## config.mk

```make
export PLATFORM = sky130hd
export DESIGN_NAME = divisor_segmentado_param
export DESIGN_NICKNAME = d
export VERILOG_FILES = /design/src/rtl/divisor_segmentado_param.sv
export SDC_FILE = /design/constraint.sdc
export NUM_CORES = 1
export LEC_CHECK = 0
export BUFFER_PORTS_ARGS = -buffer_cell sky130_fd_sc_hd__buf_2
export CAP_MARGIN = 5
export CORE_UTILIZATION = 50
export CTS_CLUSTER_SIZE = 12
export DETAILED_ROUTE_END_ITERATION = 8
export GPL_ROUTABILITY_DRIVEN = 1
export PLACE_DENSITY = 0.66
export SYNTH_ARGS = -nofsm -noshare
export SYNTH_HDL_FRONTEND = slang
export SYNTH_SLANG_ARGS = --single-unit
```

## constraint.sdc

```tcl
create_clock -name clk -period 2.6 [get_ports clk]
set_input_delay 0 -clock clk [delete_from_list [all_inputs] [get_ports clk]]
set_output_delay 0 -clock clk [all_outputs]
set_load 0.1 [all_outputs]
```

## src/rtl/divisor_segmentado_param.sv

```systemverilog
// Pipelined restoring integer divider: one operation per cycle, per-operation
// signed/unsigned mode, configurable quotient bits per stage, global hold.
module divisor_segmentado_param #(
    parameter int SIZE           = 8,
    parameter int BITS_POR_ETAPA = 1
) (
    input  logic            clk,
    input  logic            rst_n,
    input  logic            start,
    input  logic            signed_op,
    input  logic            hold,
    input  logic [SIZE-1:0] num,
    input  logic [SIZE-1:0] den,
    output logic [SIZE-1:0] coc,
    output logic [SIZE-1:0] res,
    output logic            done,
    output logic            div0,
    output logic            ovf
);
    localparam int STAGES = SIZE / BITS_POR_ETAPA;
    localparam int LAT    = STAGES + 2;
    localparam logic [SIZE-1:0] MIN_VAL = {1'b1, {(SIZE-1){1'b0}}};

    generate
        if (SIZE % BITS_POR_ETAPA != 0) begin : g_bad_split
            $error("SIZE must be a multiple of BITS_POR_ETAPA");
        end
        if (BITS_POR_ETAPA != 1 && BITS_POR_ETAPA != 2 && BITS_POR_ETAPA != 4) begin : g_bad_radix
            $error("BITS_POR_ETAPA must be 1, 2 or 4");
        end
        if (SIZE < 4 || LAT < 3) begin : g_bad_size
            $error("SIZE must be at least 4");
        end
    endgenerate

    // Index 0 is the capture stage, 1..STAGES are the iteration stages.
    logic            valid_q [0:STAGES];
    logic            valid_d [0:STAGES];
    logic [SIZE-1:0] rem_q   [0:STAGES];
    logic [SIZE-1:0] rem_d   [0:STAGES];
    logic [SIZE-1:0] quo_q   [0:STAGES];
    logic [SIZE-1:0] quo_d   [0:STAGES];
    logic [SIZE-1:0] den_q   [0:STAGES];
    logic [SIZE-1:0] den_d   [0:STAGES];
    logic [SIZE-1:0] num_q   [0:STAGES];
    logic [SIZE-1:0] num_d   [0:STAGES];
    logic            qneg_q  [0:STAGES];
    logic            qneg_d  [0:STAGES];
    logic            rneg_q  [0:STAGES];
    logic            rneg_d  [0:STAGES];
    logic            dz_q    [0:STAGES];
    logic            dz_d    [0:STAGES];
    logic            ov_q    [0:STAGES];
    logic            ov_d    [0:STAGES];

    logic [SIZE-1:0] coc_q, coc_d, res_q, res_d;
    logic            done_q, done_d, div0_q, div0_d, ovf_q, ovf_d;

    logic            num_neg, den_neg;
    logic [SIZE-1:0] num_abs, den_abs;

    always_comb begin
        num_neg = signed_op & num[SIZE-1];
        den_neg = signed_op & den[SIZE-1];
        num_abs = num_neg ? -num : num;
        den_abs = den_neg ? -den : den;
    end

    always_comb begin : pipe_comb
        logic [SIZE:0]   r;
        logic [SIZE-1:0] q;
        r = '0;
        q = '0;

        valid_d[0] = start;
        rem_d[0]   = '0;
        quo_d[0]   = num_abs;
        den_d[0]   = den_abs;
        num_d[0]   = num;
        qneg_d[0]  = num_neg ^ den_neg;
        rneg_d[0]  = num_neg;
        dz_d[0]    = (den == '0);
        ov_d[0]    = signed_op && (num == MIN_VAL) && (den == '1);

        for (int s = 1; s <= STAGES; s++) begin
            // The dividend shifts out of q while quotient bits shift in behind it.
            r = {1'b0, rem_q[s-1]};
            q = quo_q[s-1];
            for (int b = 0; b < BITS_POR_ETAPA; b++) begin
                r = {r[SIZE-1:0], q[SIZE-1]};
                q = {q[SIZE-2:0], 1'b0};
                if (r >= {1'b0, den_q[s-1]}) begin
                    r    = r - {1'b0, den_q[s-1]};
                    q[0] = 1'b1;
                end
            end
            valid_d[s] = valid_q[s-1];
            rem_d[s]   = r[SIZE-1:0];
            quo_d[s]   = q;
            den_d[s]   = den_q[s-1];
            num_d[s]   = num_q[s-1];
            qneg_d[s]  = qneg_q[s-1];
            rneg_d[s]  = rneg_q[s-1];
            dz_d[s]    = dz_q[s-1];
            ov_d[s]    = ov_q[s-1];
        end
    end

    always_comb begin
        coc_d  = coc_q;
        res_d  = res_q;
        done_d = 1'b0;
        div0_d = 1'b0;
        ovf_d  = 1'b0;
        if (valid_q[STAGES]) begin
            done_d = 1'b1;
            div0_d = dz_q[STAGES];
            ovf_d  = ov_q[STAGES];
            coc_d  = qneg_q[STAGES] ? -quo_q[STAGES] : quo_q[STAGES];
            res_d  = rneg_q[STAGES] ? -rem_q[STAGES] : rem_q[STAGES];
            if (dz_q[STAGES]) begin
                coc_d = '1;
                res_d = num_q[STAGES];
            end else if (ov_q[STAGES]) begin
                coc_d = MIN_VAL;
                res_d = '0;
            end
        end
    end

    always_ff @(posedge clk or negedge rst_n) begin
        if (!rst_n) begin
            for (int s = 0; s <= STAGES; s++) begin
                valid_q[s] <= 1'b0;
                rem_q[s]   <= '0;
                quo_q[s]   <= '0;
                den_q[s]   <= '0;
                num_q[s]   <= '0;
                qneg_q[s]  <= 1'b0;
                rneg_q[s]  <= 1'b0;
                dz_q[s]    <= 1'b0;
                ov_q[s]    <= 1'b0;
            end
            coc_q  <= '0;
            res_q  <= '0;
            done_q <= 1'b0;
            div0_q <= 1'b0;
            ovf_q  <= 1'b0;
        end else if (!hold) begin
            for (int s = 0; s <= STAGES; s++) begin
                valid_q[s] <= valid_d[s];
                rem_q[s]   <= rem_d[s];
                quo_q[s]   <= quo_d[s];
                den_q[s]   <= den_d[s];
                num_q[s]   <= num_d[s];
                qneg_q[s]  <= qneg_d[s];
                rneg_q[s]  <= rneg_d[s];
                dz_q[s]    <= dz_d[s];
                ov_q[s]    <= ov_d[s];
            end
            coc_q  <= coc_d;
            res_q  <= res_d;
            done_q <= done_d;
            div0_q <= div0_d;
            ovf_q  <= ovf_d;
        end
    end

    assign coc  = coc_q;
    assign res  = res_q;
    assign done = done_q;
    assign div0 = div0_q;
    assign ovf  = ovf_q;

endmodule

```

==> out/metrics.csv <==
stage,metric,value,unit
critical_path,Worst path depth,5,
detailed_routing,final WL,32.66,mm
yosys,"EDFF count, synth",0,
power_and_ir_drop,P_int,0.01247,W
critical_path,CP Launch Type,register,
yosys,async set-reset flop share out of synthesis,1.000,
sta,RSZ-0062 raised after global routing,no,
place,Cells after DPL,1862,
grt,first-pass GRT wire length,56.21,mm
finish,# diodes,0,
yosys,ys flop type,dfrtp_1,
grt,largest net degree at the start of global routing,125,
place,Port Buf Inserts,39,
detailed_routing,Iteration-0 DRC Markers,688,
critical_path,Crit path arrival time,2.75,ns
critical_path,family with the most delay on the worst path,compound AO/OA/AOI/OAI gates,
detailed_routing,Vias,11192,
grt,antenna violations before repair,0,
finish,share of layout cells above drive strength 1,0.1965,
critical_path,critical path class,reg -> reg,
min_path,Hold Path Class,in -> reg,
yosys,"Seq/Total Area, Yosys",0.5090,
yosys,Mapped Avg Cell Area,10.96,µm²
sta,period utilization,0.9061,
place,HPWL Detailed,22.60,mm
sta,# setup viols final,0,
min_path,Min-Delay Path Depth,3,
floorplan,total core area,31640,µm²
power_and_ir_drop,clock power share,0.242,
power_and_ir_drop,PwrDens,1104,nW/µm²
floorplan,Die X,181.6,µm
sta,f_max,0.4245,GHz
detailed_routing,DRT antenna net count,0,
power_and_ir_drop,Max IR drop VDD,0.9016,mV
floorplan,Initial Util,0.5097,
sta,Post-Route Setup TNS,0,ns
sta,slew margin rel.,0.1870,
detailed_routing,DRC viols,0,
floorplan,die height,181.6,µm
outcome,status,finished clean,
finish,Nets,1613,
sta,Clock Skews,0.01101,ns
critical_path,Buf/Inv on CP,0,
critical_path,WP data required,3.00,ns
critical_path,Slowest Stage Delay on Critical Path,0.48,ns
sta,Final Hold Fails,0,
finish,Multi-input gate area,7272,µm²
yosys,dominant cell type by area after synthesis,dfrtp_1,
yosys,Synth Warn #,0,
grt,M1 GR Usage,0.2845,
finish,final core occ,0.5733,
floorplan,IO Count,40,
yosys,Synth Register Bits,328,
floorplan,Row Count,65,
yosys,synth top area cells,"dfrtp_1 (51%), mux2_2 (12%), ha_1 (4.9%)",
critical_path,Setup crit end kind,register,
finish,final cell count without fillers,1949,
detailed_routing,drt pass-1 iters,5,
clock_tree,H-tree depth,2,
grt,gr usage total,0.2062,
power_and_ir_drop,Seq pwr share,0.374,
grt,vias in the first global route,11273,
clock_tree,CTS Hold Buffers Added,23,
clock_tree,post_cts resized,0,
clock_tree,"Setup Fix Bufs, Post-CTS",0,
job,max cap viols,0,
grt,global routing met2 resource utilization,0.3423,
yosys,post-synth top area share,0.5090,
grt,GRT overflow,0,
clock_tree,Num CTS Buffers,37,
clock_tree,clock tree buffer depth,3,
sta,fin. max-slew vios,0,
place,GP Congestion,0.8655,
clock_tree,CTS tree,built,
detailed_routing,vias per cell,5.742,
floorplan,Die Area,32970,µm²
critical_path,critical path cell sequence,ha_1 > a2111o_1 > o211a_4 > or2_0 > a221o_1,
clock_tree,Worst-path clk slew,0.06,ns
clock_tree,CTS sink cnt,328,
critical_path,CP Max Fanout,9,
grt,met3 Usage GRT,0.02427,
finish,register area,8208,µm²
critical_path,reg2reg path depth,5,
yosys,Synth cell types,66,
yosys,synthesized area,16130,µm²
clock_tree,worst-skew pair later-pin latency,0.52,ns
power_and_ir_drop,Psw,0.007551,W
finish,Fillers,2670,
power_and_ir_drop,Gate power share,0.383,
finish,area delta synth->final,12.47,%
detailed_routing,routed len/inst,16.76,µm
yosys,Post-Syn Instances,1471,
sta,Worst Max-Slew Pin Slew,1.217,ns
clock_tree,CTS Root Cell,clkbuf_16,
critical_path,Crit-path slowest cell,a2111o_1,
yosys,Post-Syn Nets,1562,
power_and_ir_drop,P_leak,8.098,nW
power_and_ir_drop,Sw Share,0.3772,
sta,minimum clock period,2.356,ns
grt,gr busiest metal,met2,
## area by class of cell
class	count	share of cell area
clock buffers	51	0.05733
clock inverters	13	0.005450
inverters	90	0.01863
multi-input cells	982	0.4009
flip-flops and latches	328	0.4525
well taps	402	0.02773
repair buffers	83	0.03739
## kinds of logic after synthesis
group | count (synthesis) | synth area share
AND/OR/NAND/NOR | 363 | 0.1082
multiplexers | 177 | 0.1233
adder cells (fa/ha/maj) | 70 | 0.05757
AO/OA/AOI/OAI | 331 | 0.1396
flip-flops | 328 | 0.5090
buffers and inverters | 161 | 0.04011
XOR/XNOR | 41 | 0.02227
## through the flow
step	setup slack (ns)	total power [W]	cell area [µm²]	hold slack (ns)
3_5_place_dp	0.2712	0.01519	16770	0.02814
4_1_cts	0.2662	0.02016	18140	0.009053
2_1_floorplan	0.3933	0.01333	16130	-0.2956
5_1_grt	0.02528	0.02138	18140	0.04935
6_report	0.2441	0.02002	18140	0.03585
3_3_place_gp	0.3166	0.01502	16770	0.02993
## registers in the layout, summed over array words and instances, names as in the netlist, 8 cells and up
signal   flops
valid_d      8
num_q        8
rneg_d       8
ov_d         8
quo_d       49
num_d       57
dz_d         8
coc          8
qneg_d       8
quo_q       15
den_d       64
rem_q       64
res          8
## per-layer routing
| metal | part of all wire | wire length [µm] |
|---|---|---|
| met3 | 0.030 | 987 |
| met4 | 0.022 | 709 |
| met5 | 0 | 0 |
| met1 | 0.47 | 15420 |
| met2 | 0.48 | 15550 |
## cell usage after synthesis (10+ instances only)
library cell / number
nor2b_1: 18
mux2_2: 173
a311oi_1: 13
nor3_1: 20
inv_1: 90
nand2b_1: 21
ha_1: 63
a31oi_1: 12
xnor2_1: 18
xor2_1: 23
nand3_1: 20
a21oi_1: 29
or3_1: 10
o31ai_1: 19
nor2_1: 64
nor4_1: 13
dfrtp_1: 328
nand2_1: 139
o21ai_0: 116
nand4_1: 16
buf_2: 15
a21o_1: 14
a211oi_1: 18
o311ai_0: 12
clkbuf_1: 49
## cell usage in the layout (no fill, tap or decap), types with 19 or more instances in the layout
cell type      Yosys  layout
a21oi_1           29      29
inv_1             90      89
o31ai_1           19      19
clkbuf_16          0      38
ha_1              63      63
buf_2             15      37
nand3_1           20      20
dfrtp_1          328     328
mux2_2           173     173
nor3_1            20      20
nand2_1          139     139
nor2_1            64      64
dlygate4sd3_1      0      23
xor2_1            23      23
nand2b_1          21      21
o21ai_0          116     116
## tightest hold or removal path, stage by stage
cell and delay (ns):
buf_8 0.26, nand2_1 0.15, nand2_1 0.04
## power groups by stage
| stage | sequential (W) | clock, W | combinational, W |
|---|---|---|---|
| 2_1_floorplan | 0.00811 | 0 | 0.00522 |
| 3_3_place_gp | 0.00753 | 0 | 0.00748 |
| 3_5_place_dp | 0.00759 | 0 | 0.00760 |
| 4_1_cts | 0.00751 | 0.00499 | 0.00767 |
| 5_1_grt | 0.00768 | 0.00520 | 0.00849 |
| 6_report | 0.00749 | 0.00485 | 0.00767 |
## worst paths after layout
check / slack, ns / startpoint / endpoint
max: 0.24 / rem_q[29] / rem_q[18]
min: 0.04 / hold / rem_q[58]
max reg2reg: 0.24 / rem_q[29] / rem_q[18]
min reg2reg: 0.48 / den_d[11] / den_d[11]
max in group asynchronous: 1.67 / rst_n / quo_d[18]
min in group asynchronous: 0.06 / rst_n / den_d[35]
Note: power is estimated with default switching activity, not from simulation.
